--- config.mk ---
export PLATFORM = sky130hd
export DESIGN_NAME = dmem_access_ctrl
export DESIGN_NICKNAME = d
export VERILOG_FILES = /design/src/rtl/dmem_pkg.sv /design/src/rtl/mem_align_unit.sv /design/src/rtl/dmem_access_ctrl.sv
export SDC_FILE = /design/constraint.sdc
export NUM_CORES = 1
export LEC_CHECK = 0
export CAP_MARGIN = 25
export CORE_MARGIN = 2
export CORE_UTILIZATION = 48
export CTS_CLUSTER_DIAMETER = 150
export DETAILED_ROUTE_END_ITERATION = 6
export PLACE_DENSITY = 0.91
export SLEW_MARGIN = 20
export SYNTH_ARGS = -nofsm -noshare
export SYNTH_HDL_FRONTEND = slang
export SYNTH_SLANG_ARGS = --single-unit
--- constraint.sdc ---
create_clock -name clk -period 5.05 [get_ports clk]
set_input_delay 1.01 -clock clk [delete_from_list [all_inputs] [get_ports clk]]
set_output_delay 1.01 -clock clk [all_outputs]
set_load 0.03 [all_outputs]
--- src/rtl/dmem_pkg.sv ---
// Shared types and helpers for the MEM-stage data-memory access sequencer.
package dmem_pkg;

  typedef enum logic [1:0] {
    ST_IDLE = 2'd0,
    ST_BUSY = 2'd1,
    ST_DONE = 2'd2
  } state_t;

  localparam logic [2:0] LD_LB  = 3'b000;
  localparam logic [2:0] LD_LH  = 3'b001;
  localparam logic [2:0] LD_LW  = 3'b010;
  localparam logic [2:0] LD_LBU = 3'b100;
  localparam logic [2:0] LD_LHU = 3'b101;

  localparam logic [1:0] SZ_BYTE = 2'd0;
  localparam logic [1:0] SZ_HALF = 2'd1;
  localparam logic [1:0] SZ_WORD = 2'd2;

  // Undefined load codes fall back to a word access.
  function automatic logic [1:0] ld_acc_size(input logic [2:0] funct3);
    case (funct3)
      LD_LB, LD_LBU: return SZ_BYTE;
      LD_LH, LD_LHU: return SZ_HALF;
      default:       return SZ_WORD;
    endcase
  endfunction

  function automatic logic is_misaligned(input logic [1:0] acc_size, input logic [1:0] addr_lo);
    case (acc_size)
      SZ_BYTE: return 1'b0;
      SZ_HALF: return addr_lo[0];
      default: return |addr_lo;
    endcase
  endfunction

endpackage

--- src/rtl/mem_align_unit.sv ---
// Combinational byte-lane steering: byte enables and replicated store data,
// plus load alignment with sign/zero extension.
module mem_align_unit
  import dmem_pkg::*;
(
  input  logic [1:0]  addr_lo,
  input  logic [1:0]  acc_size,
  input  logic [31:0] st_data,
  input  logic [31:0] rdata,
  input  logic [2:0]  ld_funct3,
  output logic [3:0]  be,
  output logic [31:0] wdata,
  output logic [31:0] ld_data
);

  logic [31:0] shifted;

  always_comb begin
    be    = 4'b1111;
    wdata = st_data;
    case (acc_size)
      SZ_BYTE: begin
        be    = 4'b0001 << addr_lo;
        wdata = {4{st_data[7:0]}};
      end
      SZ_HALF: begin
        be    = 4'b0011 << {addr_lo[1], 1'b0};
        wdata = {2{st_data[15:0]}};
      end
      default: begin
        be    = 4'b1111;
        wdata = st_data;
      end
    endcase
  end

  always_comb begin
    shifted = rdata >> {addr_lo, 3'b000};
    case (ld_funct3)
      LD_LB:   ld_data = {{24{shifted[7]}}, shifted[7:0]};
      LD_LH:   ld_data = {{16{shifted[15]}}, shifted[15:0]};
      LD_LBU:  ld_data = {24'h0, shifted[7:0]};
      LD_LHU:  ld_data = {16'h0, shifted[15:0]};
      default: ld_data = shifted;
    endcase
  end

endmodule

--- src/rtl/dmem_access_ctrl.sv ---
// MEM-stage req/ack sequencer to data memory with pipeline stall generation.
// Optional watchdog enabled by defining DMEM_TIMEOUT_EN.
module dmem_access_ctrl
  import dmem_pkg::*;
#(
  parameter int size           = 32,
  parameter int TIMEOUT_CYCLES = 255
) (
  input  logic            clk,
  input  logic            reset,
  input  logic            DMemWR_MEM_in,
  input  logic            load_MEM_in,
  input  logic [size-1:0] ALU_out_MEM_in,
  input  logic [size-1:0] data2_MEM_in,
  input  logic [1:0]      store_size_MEM_in,
  input  logic [2:0]      load_size_MEM_in,
  output logic            dmem_req,
  output logic            dmem_we,
  output logic [size-1:0] dmem_addr,
  output logic [size-1:0] dmem_wdata,
  output logic [3:0]      dmem_be,
  input  logic            dmem_ack,
  input  logic [size-1:0] dmem_rdata,
  output logic [size-1:0] load_data_out,
  output logic            mem_stall,
  output logic            misalign_err,
  output logic            timeout_err
);

  state_t          state;
  logic            access;
  logic [1:0]      acc_size;
  logic [size-1:0] addr_q;
  logic [size-1:0] data_q;
  logic [1:0]      size_q;
  logic [2:0]      ld_f3_q;
  logic [3:0]      be_c;
  logic [size-1:0] wdata_c;
  logic [size-1:0] ld_c;
  logic            tmo_hit;

  // A store wins when both request lines are high.
  assign access   = DMemWR_MEM_in | load_MEM_in;
  assign acc_size = DMemWR_MEM_in ? store_size_MEM_in : ld_acc_size(load_size_MEM_in);

  assign mem_stall  = ((state == ST_IDLE) && access) || (state == ST_BUSY);
  assign dmem_addr  = {addr_q[size-1:2], 2'b00};
  assign dmem_wdata = wdata_c;
  assign dmem_be    = dmem_req ? be_c : 4'b0000;

  mem_align_unit u_align (
    .addr_lo   (addr_q[1:0]),
    .acc_size  (size_q),
    .st_data   (data_q),
    .rdata     (dmem_rdata),
    .ld_funct3 (ld_f3_q),
    .be        (be_c),
    .wdata     (wdata_c),
    .ld_data   (ld_c)
  );

`ifdef DMEM_TIMEOUT_EN
  localparam int TMO_W = ($clog2(TIMEOUT_CYCLES + 1) > 8) ? $clog2(TIMEOUT_CYCLES + 1) : 8;

  logic [TMO_W-1:0] tmo_cnt;

  // Counter reads zero on the first BUSY cycle, so expiry lands on BUSY cycle TIMEOUT_CYCLES.
  assign tmo_hit = (state == ST_BUSY) && !dmem_ack && (tmo_cnt == TMO_W'(TIMEOUT_CYCLES - 1));

  always_ff @(posedge clk or negedge reset) begin
    if (!reset) begin
      tmo_cnt     <= '0;
      timeout_err <= 1'b0;
    end else begin
      timeout_err <= tmo_hit;
      if (state != ST_BUSY) tmo_cnt <= '0;
      else                  tmo_cnt <= tmo_cnt + TMO_W'(1);
    end
  end
`else
  assign tmo_hit     = 1'b0;
  assign timeout_err = 1'b0;
`endif

  always_ff @(posedge clk or negedge reset) begin
    if (!reset) begin
      state         <= ST_IDLE;
      dmem_req      <= 1'b0;
      dmem_we       <= 1'b0;
      addr_q        <= '0;
      data_q        <= '0;
      size_q        <= SZ_BYTE;
      ld_f3_q       <= LD_LB;
      load_data_out <= '0;
      misalign_err  <= 1'b0;
    end else begin
      misalign_err <= 1'b0;
      case (state)
        ST_IDLE: begin
          if (access) begin
            if (is_misaligned(acc_size, ALU_out_MEM_in[1:0])) begin
              misalign_err  <= 1'b1;
              load_data_out <= '0;
              state         <= ST_DONE;
            end else begin
              dmem_req <= 1'b1;
              dmem_we  <= DMemWR_MEM_in;
              addr_q   <= ALU_out_MEM_in;
              data_q   <= data2_MEM_in;
              size_q   <= acc_size;
              ld_f3_q  <= load_size_MEM_in;
              state    <= ST_BUSY;
            end
          end
        end
        ST_BUSY: begin
          if (dmem_ack) begin
            if (!dmem_we) load_data_out <= ld_c;
            dmem_req <= 1'b0;
            dmem_we  <= 1'b0;
            state    <= ST_DONE;
          end else if (tmo_hit) begin
            load_data_out <= '0;
            dmem_req      <= 1'b0;
            dmem_we       <= 1'b0;
            state         <= ST_DONE;
          end
        end
        ST_DONE: state <= ST_IDLE;
        default: state <= ST_IDLE;
      endcase
    end
  end

endmodule

==> impl_results.md, run 1 <==
- Outcome: complete, no violations
- Max Root-Sink Buffers: 2
- Worst-margin pin slew: 976 ps
- Largest cells by area after synthesis: dfrtp_1, mux2_1, buf_4, mux2_2, mux2i_1
- Synth-to-Final Area Change: 38.5%
- Synth warn: 0
- DIE HEIGHT: 110 um
- Post-synth top flop: dfrtp_1
- Met1 wire length: 5440 um
- Global route total overflow: 0
- Tmin final: 3700 ps
- Max cap viols: 0
- GRT Resource Usage Total: 22.7%
- Vias in the first global route: 4,149
- Hold Crit Class: reg2reg
- Fin crit share: 73.3%
- Area of the core: 0.0109 mm2
- TritonCTS Buffers: 9
- Cell Area, Synth: 0.00541 mm2
- Cells after Synth: 423
- Clk sinks: 106
- Initial antenna violation count: 1
- Slew Limit Fails: 0
- Routability congestion estimate: 0.916
- IO Pins: 211
- Register area: 0.00265 mm2
- Ys async rst share: 100%
- Port Buf Inserts: 207
- Commonest non-fill, non-tap cell in the layout: clkdlybuf4s50_1
- CP Max Fanout: 11
- Power per cell area: 717 mW/mm2
- Post-synth top area cell: dfrtp_1
- F_max: 0.270 GHz
- RSZ-0062 raised after global routing: false
- Tot Pwr: 5.38 mW
- Total die area: 0.0121 mm2
- Sequential share of power: 28.8%
- CTS hold repair buffers: 0
- Setup crit end kind: output port
- Post-CTS setup buffer count: 0
- Worst relative slew slack: 34.8%
- Num rows: 38
- Int Pwr: 3.03 mW
- WL met3: 996 um
- P_sw: 2.34 mW
- Logic pwr share: 58.1%
- Vias: 3,946
- Largest net degree at the start of global routing: 57
- Number of iterations in the first detailed-routing pass: 4
- Critical path class: reg2out
- Root buffer cell: clkbuf_16
- Setup TNS Final: 0 ps
- Cts repair resizes: 0
- Most frequent cells in the layout: clkdlybuf4s50_1, dfrtp_1, mux2_1
- Worst Path Required: 4040 ps
- Library cells used by synthesis: 42
- Final setup vio count: 0
- CTS tree: built
- P_leak: 3.14 nW
- Synth Register Bits: 106
- Clock transition at path regs: 70 ps
- Uppermost layer routed: met4
- Clock Skews: 5.93 ps
- Starting Density: 49.5%
- Antenna-violating nets left: 0
- Sequential element share of the synthesized area: 49.0%
- Post-DR wirelength/cell: 19.1 um
- Final hold violations: 0
- Fill cells: 793
- Vias/cell: 5.44
- Skew-Pair Late Insertion Delay: 340 ps
- Fraction of layout cells with a size suffix above 1: 10.3%
- R2R depth: 4
- Hold depth: 1
- Iter 0 DRT Violations: 194
- Post-synth EDFFs: 0
- Die X: 110 um
- Syn Area/Cell: 12.8 um2
- H-tree level count: 3
- HPWL Detailed: 10,500 um
- CP Launch Type: flip-flop
- Top-area cell type share of the netlist area: 49.0%
- Switch share: 43.6%
- Multi-input gate area: 0.00225 mm2
- DRC Markers: 0
- Clock network power share: 13.1%
- Final WL: 13,900 um
- Peak supply drop: 0.465 mV
- WL met2: 7160 um
- Nets: 686
- First-pass GRT wire length: 21,000 um
- CP arrival: 2690 ps
## synth_stat cells (2+ instances only)
master	number
dfrtp_1	106
mux2_1	73
clkbuf_1	7
a221o_1	17
nor2b_1	4
a211oi_1	7
buf_2	3
o2bb2ai_1	13
buf_6	13
a22o_1	2
mux2i_1	23
nor2_1	16
nand2b_1	2
inv_1	3
mux2_2	28
nand2_1	12
nor3_1	3
or2_2	2
o21bai_1	2
a21oi_1	11
o21ai_0	12
o21a_1	2
buf_4	43
## worst max-delay path, stage by stage (launching register included)
cell             delay (ps)
dfrtp_1                 590
nor2_1                  720
mux2_2                  420
clkdlybuf4s50_1         620
## power groups by stage
| stage | combinational, mW | clock, mW | sequential [mW] |
|---|---|---|---|
| 2_1_floorplan | 2.06 | 0 | 1.65 |
| 3_3_place_gp | 3.07 | 0 | 1.53 |
| 3_5_place_dp | 3.13 | 0 | 1.56 |
| 4_1_cts | 3.15 | 0.726 | 1.55 |
| 5_1_grt | 3.30 | 0.752 | 1.60 |
| 6_report | 3.12 | 0.705 | 1.55 |
## per-stage QoR
step	cell area (um2)	hold slack, ps	utilization [%]	setup slack, ps	instances
detailed placement	7200	478	65.8	1360	709
CTS	7500	496	68.6	1290	725
floorplan	5420	459	-	2480	425
finish	7500	490	68.6	1350	726
global route	7500	504	68.6	1250	725
global placement	7200	468	65.8	1470	709
## final timing paths
check,slack [ps],startpoint,end
min in group asynchronous,680,reset,addr_q[12]$_DFFE_PN0P_
setup / recovery,1350,size_q[0]$_DFFE_PN0P_,dmem_wdata[13]
setup reg to reg,2370,addr_q[1]$_DFFE_PN0P_,load_data_out[31]$_DFFE_PN0P_
hold reg to reg,490,addr_q[2]$_DFFE_PN0P_,addr_q[2]$_DFFE_PN0P_
max in group asynchronous,3230,reset,data_q[13]$_DFFE_PN0P_
hold / removal,490,addr_q[2]$_DFFE_PN0P_,addr_q[2]$_DFFE_PN0P_
## area by class of cell
cell class / count / share of cell area [%]
clock inverter: 6 / 0.984
antenna: 1 / 0.0334
timing repair buffer: 212 / 28.1
multi-input combinational: 247 / 29.9
inverter: 4 / 0.200
sequential: 106 / 35.4
tap: 140 / 2.34
clock buffer: 10 / 3.05
## flip-flops by register name, summed over array words and instances (netlist names)
signal,flops
addr_q,32
data_q,32
load_data_out,32
ld_f3_q,3
size_q,2
state,2
dmem_req,1
dmem_we,1
misalign_err,1
## cell families (layout without fill, tap and decap cells)
kind of cell	count (synthesis)	after routing	synth area share [%]
other cells	1	4	0.0693
buf+inv	72	232	9.87
mux	126	126	26.0
compound gates	73	73	11.0
flops	106	106	49.0
simple gates	45	45	4.09
## metal layers
layer / GRT usage, % / vias up
li1: - / 1809
met2: 40.0 / 152
met4: 7.50 / 0
met5: 0 / -
met1: 27.0 / 1960
met3: 6.00 / 25
Note: power is estimated with default switching activity, not from simulation.
==> inputs of run 2 (changes only) <==
--- a/config.mk
+++ b/config.mk
@@ -7,10 +7,10 @@
 export LEC_CHECK = 0
 export CAP_MARGIN = 25
 export CORE_MARGIN = 2
-export CORE_UTILIZATION = 48
+export CORE_UTILIZATION = 40
 export CTS_CLUSTER_DIAMETER = 150
 export DETAILED_ROUTE_END_ITERATION = 6
-export PLACE_DENSITY = 0.91
+export PLACE_DENSITY = 0.81
 export SLEW_MARGIN = 20
 export SYNTH_ARGS = -nofsm -noshare
 export SYNTH_HDL_FRONTEND = slang
==> constraint.sdc (replaced) <==
create_clock -name clk -period 3.16 [get_ports clk]
set_input_delay 0.632 -clock clk [delete_from_list [all_inputs] [get_ports clk]]
set_output_delay 0.632 -clock clk [all_outputs]
set_load 0.03 [all_outputs]
==> impl_results.md, run 2 (same netlist as run 1, synthesis figures left out) <==
- CP Buf/Inv Count: 3
- First-pass GRT wire length: 21,500 um
- Worst reg2reg endpoint: load_data_out[22]$_DFFE_PN0P_
- H-tree level count: 3
- Fin crit share: 90.2%
- Clock network power share: 12.8%
- R2R depth: 4
- Port Buf Inserts: 207
- Flop2flop setup slack: 690 ps
- R2R Path Start: state[1]$_DFFE_PN0P_
- Clk sinks: 106
- Vias in the first global route: 4,153
- Max cap viols: 0
- Cts repair resizes: 0
- Final setup vio count: 0
- DIE HEIGHT: 120 um
- TritonCTS Buffers: 9
- Crit-path slowest cell: clkdlybuf4s50_1
- Nets: 696
- F_max: 0.351 GHz
- Most frequent cells in the layout: clkdlybuf4s50_1, dfrtp_1, mux2_1
- Critical path class: in2out
- Number of iterations in the first detailed-routing pass: 4
- Global route total overflow: 0
- Max Root-Sink Buffers: 2
- Final hold violations: 0
- Antenna cells: 0
- Area of the core: 0.0132 mm2
- Tmin final: 2850 ps
- Clock Skews: 7.21 ps
- Switch share: 42.9%
- Sequential share of power: 28.2%
- Synth-to-Final Area Change: 41.7%
- Worst Path Required: 2530 ps
- # placed instances: 755
- Worst hold slack: 287 ps
- DRC Markers: 0
- Post-CTS setup buffer count: 0
- CP arrival: 2220 ps
- Hold Crit Class: in2async
- Vias: 3,972
- Core Util, Final: 57.9%
- Power per cell area: 1130 mW/mm2
- Final WL: 13,600 um
- Outcome: complete, no violations
- Largest net degree at the start of global routing: 59
- Crit path to: mem_stall
- Biggest regs: addr_q: 32 flops, data_q: 32 flops, load_data_out: 32 flops
- Worst-margin pin slew: 991 ps
- Peak supply drop: 0.744 mV
- GRT Resource Usage Total: 19.1%
- CP Cell Sequence: clkdlybuf4s50_1 -> buf_4 -> nor3_1 -> nor2_1 -> clkdlybuf4s50_1
- Int Pwr: 4.94 mW
- CTS tree: built
- CTS hold repair buffers: 0
- Cell mode on critical path: clkdlybuf4s50_1
- Post-DR wirelength/cell: 17.7 um
- P_leak: 3.22 nW
- Slowest cell delay on critical path: 700 ps
- CP Launch Type: input port
- Commonest non-fill, non-tap cell in the layout: clkdlybuf4s50_1
- IO Pins: 211
- Slew Limit Fails: 0
- Root buffer cell: clkbuf_16
- RSZ-0062 raised after global routing: false
- Vias/cell: 5.16
- Routability congestion estimate: 0.790
- Worst setup path start: DMemWR_MEM_in
- Clock transition at path regs: 70 ps
- Skew-Pair Late Insertion Delay: 350 ps
- Num rows: 42
- Fraction of layout cells with a size suffix above 1: 11.8%
- Initial antenna violation count: 0
- Fill cells: 1,114
- Setup crit end kind: output port
- CP Max Fanout: 5
- Starting Density: 40.9%
- WP depth: 5
- Logic pwr share: 59.0%
- Antenna-violating nets left: 0
- Crit-path leading delay family: buffers and inverters
- Total die area: 0.0145 mm2
- Die X: 120 um
- Iter 0 DRT Violations: 207
- Worst relative slew slack: 33.9%
- Tot Pwr: 8.66 mW
- P_sw: 3.72 mW
- Setup TNS Final: 0 ps
- Final std cells w/o fill: 770
- HPWL Detailed: 10,500 um
-- run 2: cell count changes in the layout (fill, tap and decap cells not counted), sizes merged --
cell	delta
inv	-2
buf	+10
clkinv	+1
diode	-1
-- run 2: layer usage --
layer | up-vias | routed length (um) | global-route usage [%]
li1 | 1834 | - | -
met1 | 1971 | 5620 | 23.2
met2 | 154 | 6660 | 31.8
met3 | 13 | 1180 | 7.92
met4 | 0 | 143 | 4.43
met5 | - | 0 | 0
-- run 2: worst min path at each step --
stage | startpoint | depth (start not counted) | slack, ps | to
floorplan | reset | 0 | 340 | addr_q[0]$_DFFE_PN0P_
global placement | data_q[19]$_DFFE_PN0P_ | 1 | 470 | data_q[19]$_DFFE_PN0P_
detailed placement | data_q[23]$_DFFE_PN0P_ | 1 | 480 | data_q[23]$_DFFE_PN0P_
CTS | reset | 1 | 310 | data_q[12]$_DFFE_PN0P_
global route | reset | 1 | 330 | data_q[13]$_DFFE_PN0P_
finish | reset | 1 | 290 | data_q[12]$_DFFE_PN0P_
-- run 2: power by group through the flow --
stage	clock network [mW]	logic, mW	registers (mW)
final	1.11	5.11	2.44
after CTS	1.15	5.15	2.45
after global routing	1.20	5.41	2.52
after floorplan	0	3.29	2.63
after global placement	0	5.05	2.43
after detailed placement	0	5.13	2.47
-- run 2: layout make-up --
type / count / area, um2 / area share, %
sequential: 106 / 2650 / 34.6
clock buffer: 10 / 239 / 3.11
multi-input combinational: 247 / 2250 / 29.3
tap: 176 / 220 / 2.87
inverter: 4 / 15.0 / 0.196
timing repair buffer: 222 / 2240 / 29.3
clock inverter: 5 / 55.1 / 0.718
-- run 2: per-stage QoR --
stage	setup slack [ps]	area (um2)
2_1_floorplan	970	5420
3_3_place_gp	317	7380
3_5_place_dp	196	7380
4_1_cts	311	7670
5_1_grt	247	7670
6_report	311	7670
==> inputs of run 3 (changes only) <==
--- a/config.mk
+++ b/config.mk
@@ -6,11 +6,12 @@
 export NUM_CORES = 1
 export LEC_CHECK = 0
 export CAP_MARGIN = 25
-export CORE_MARGIN = 2
+export CORE_MARGIN = 5
 export CORE_UTILIZATION = 40
 export CTS_CLUSTER_DIAMETER = 150
 export DETAILED_ROUTE_END_ITERATION = 6
 export PLACE_DENSITY = 0.81
+export RECOVER_POWER = 100
 export SLEW_MARGIN = 20
 export SYNTH_ARGS = -nofsm -noshare
 export SYNTH_HDL_FRONTEND = slang
==> impl_results.md, run 3 (same netlist as run 1, synthesis figures left out) <==
- DRC Markers: 0
- Final hold violations: 0
- Power per cell area: 1110 mW/mm2
- Hold depth: 1
- CP Max Fanout: 8
- First-pass GRT wire length: 22,800 um
- IO Pins: 211
- CP Cell Sequence: dlygate4sd3_1 -> nor3_1 -> nor2_1 -> clkdlybuf4s50_1
- Initial antenna violation count: 0
- Hold EP: addr_q[27]$_DFFE_PN0P_
- CTS hold repair buffers: 0
- DIE HEIGHT: 126 um
- Fin crit share: 92.3%
- GRT Resource Usage Total: 17.9%
- Antenna-violating nets left: 0
- Routability congestion estimate: 0.852
- Root buffer cell: clkbuf_16
- Worst relative slew slack: 11.6%
- F_max: 0.343 GHz
- HPWL Detailed: 11,100 um
- Outcome: complete, no violations
- Flop2flop setup slack: 770 ps
- CP Launch Type: input port
- Tmin final: 2920 ps
- Worst-margin pin slew: 1330 ps
- Hold path startpoint: addr_q[27]$_DFFE_PN0P_
- Worst setup path start: DMemWR_MEM_in
- RSZ-0062 raised after global routing: false
- Nets: 691
- H-tree level count: 3
- Num rows: 42
- Hold Crit Class: reg2reg
- Largest net degree at the start of global routing: 57
- Peak supply drop: 0.508 mV
- Post-CTS setup buffer count: 0
- Final WL: 14,300 um
- Die X: 126 um
- Post-DR wirelength/cell: 18.6 um
- Commonest non-fill, non-tap cell in the layout: clkdlybuf4s50_1
- Final setup vio count: 0
- Clock Skews: 3.34 ps
- Tot Pwr: 8.38 mW
- Vias in the first global route: 4,209
- CTS tree: built
- P_leak: 3.30 nW
- Vias: 3,949
- Worst reg2reg endpoint: load_data_out[24]$_DFFE_PN0P_
- Cts repair resizes: 0
- Fill cells: 1,133
- Slowest cell delay on critical path: 710 ps
- CP Buf/Inv Count: 2
- Fraction of layout cells with a size suffix above 1: 10.9%
- Biggest regs: addr_q: 32 flops, data_q: 32 flops, load_data_out: 32 flops
- CP arrival: 2290 ps
- Number of iterations in the first detailed-routing pass: 4
- Global route total overflow: 0
- Setup crit end kind: output port
- Skew-Pair Late Insertion Delay: 340 ps
- Critical path class: in2out
- R2R Path Start: state[1]$_DFFE_PN0P_
- Port Buf Inserts: 207
- Crit-path slowest cell: dlygate4sd3_1
- Total die area: 0.0160 mm2
- Starting Density: 40.9%
- Area of the core: 0.0132 mm2
- Slew Limit Fails: 0
- Synth-to-Final Area Change: 40.0%
- R2R depth: 4
- Clk sinks: 106
- Worst Path Required: 2530 ps
- Vias/cell: 5.16
- Setup TNS Final: 0 ps
- Antenna cells: 0
- Max cap viols: 0
- Iter 0 DRT Violations: 261
- Most frequent cells in the layout: clkdlybuf4s50_1, dfrtp_1, dlygate4sd3_1
- Clock transition at path regs: 70 ps
- Max Root-Sink Buffers: 2
- Crit-path leading delay family: buffers and inverters
- TritonCTS Buffers: 9
==> run 3: metrics by stage <==
step | instance area [um2] | worst slack, ps | hold slack (ps) | utilization [%] | cells
2_1_floorplan | 5420 | 970 | 336 | - | 425
3_3_place_gp | 7320 | 360 | 469 | 55.2 | 750
3_5_place_dp | 7320 | 230 | 477 | 55.2 | 750
4_1_cts | 7620 | 319 | 334 | 57.5 | 765
5_1_grt | 7580 | 129 | 505 | 57.2 | 765
6_report | 7580 | 242 | 483 | 57.2 | 765
==> run 3: metal layers <==
| metal | share of wire [%] | track usage (%) | routed length, um | vias up |
|---|---|---|---|---|
| met2 | 48 | 28.8 | 6860 | 165 |
| met4 | 2.4 | 6.94 | 336 | 0 |
| met1 | 39 | 21.9 | 5620 | 1939 |
| met3 | 10 | 6.94 | 1430 | 21 |
| li1 | - | - | - | 1824 |
| met5 | 0 | 0 | 0 | - |
==> run 3: how the worst max path moves through the flow <==
stage / to / slack, ps / cells past startpoint
2_1_floorplan: dmem_wdata[24] / 970 / 3
3_3_place_gp: mem_stall / 360 / 4
3_5_place_dp: data_q[3]$_DFFE_PN0P_ / 230 / 5
4_1_cts: mem_stall / 320 / 4
5_1_grt: addr_q[31]$_DFFE_PN0P_ / 130 / 5
6_report: mem_stall / 240 / 4
==> run 3: area by class of cell <==
class	count	area [um2]	area share [%]
Multi-Input combinational cell	247	2240	29.5
Clock buffer	13	270	3.56
Inverter	4	15.0	0.198
Tap cell	176	220	2.90
Clock inverter	2	35.0	0.462
Sequential cell	106	2650	35.0
Timing Repair Buffer	217	2150	28.4
==> run 3: report_power, final <==
group          leakage, nW  switching (mW)  total [mW]  internal, mW
clock                0.152           0.484        1.16         0.675
sequential            1.31           0.447        2.43          1.98
combinational         1.83            2.75        4.79          2.04
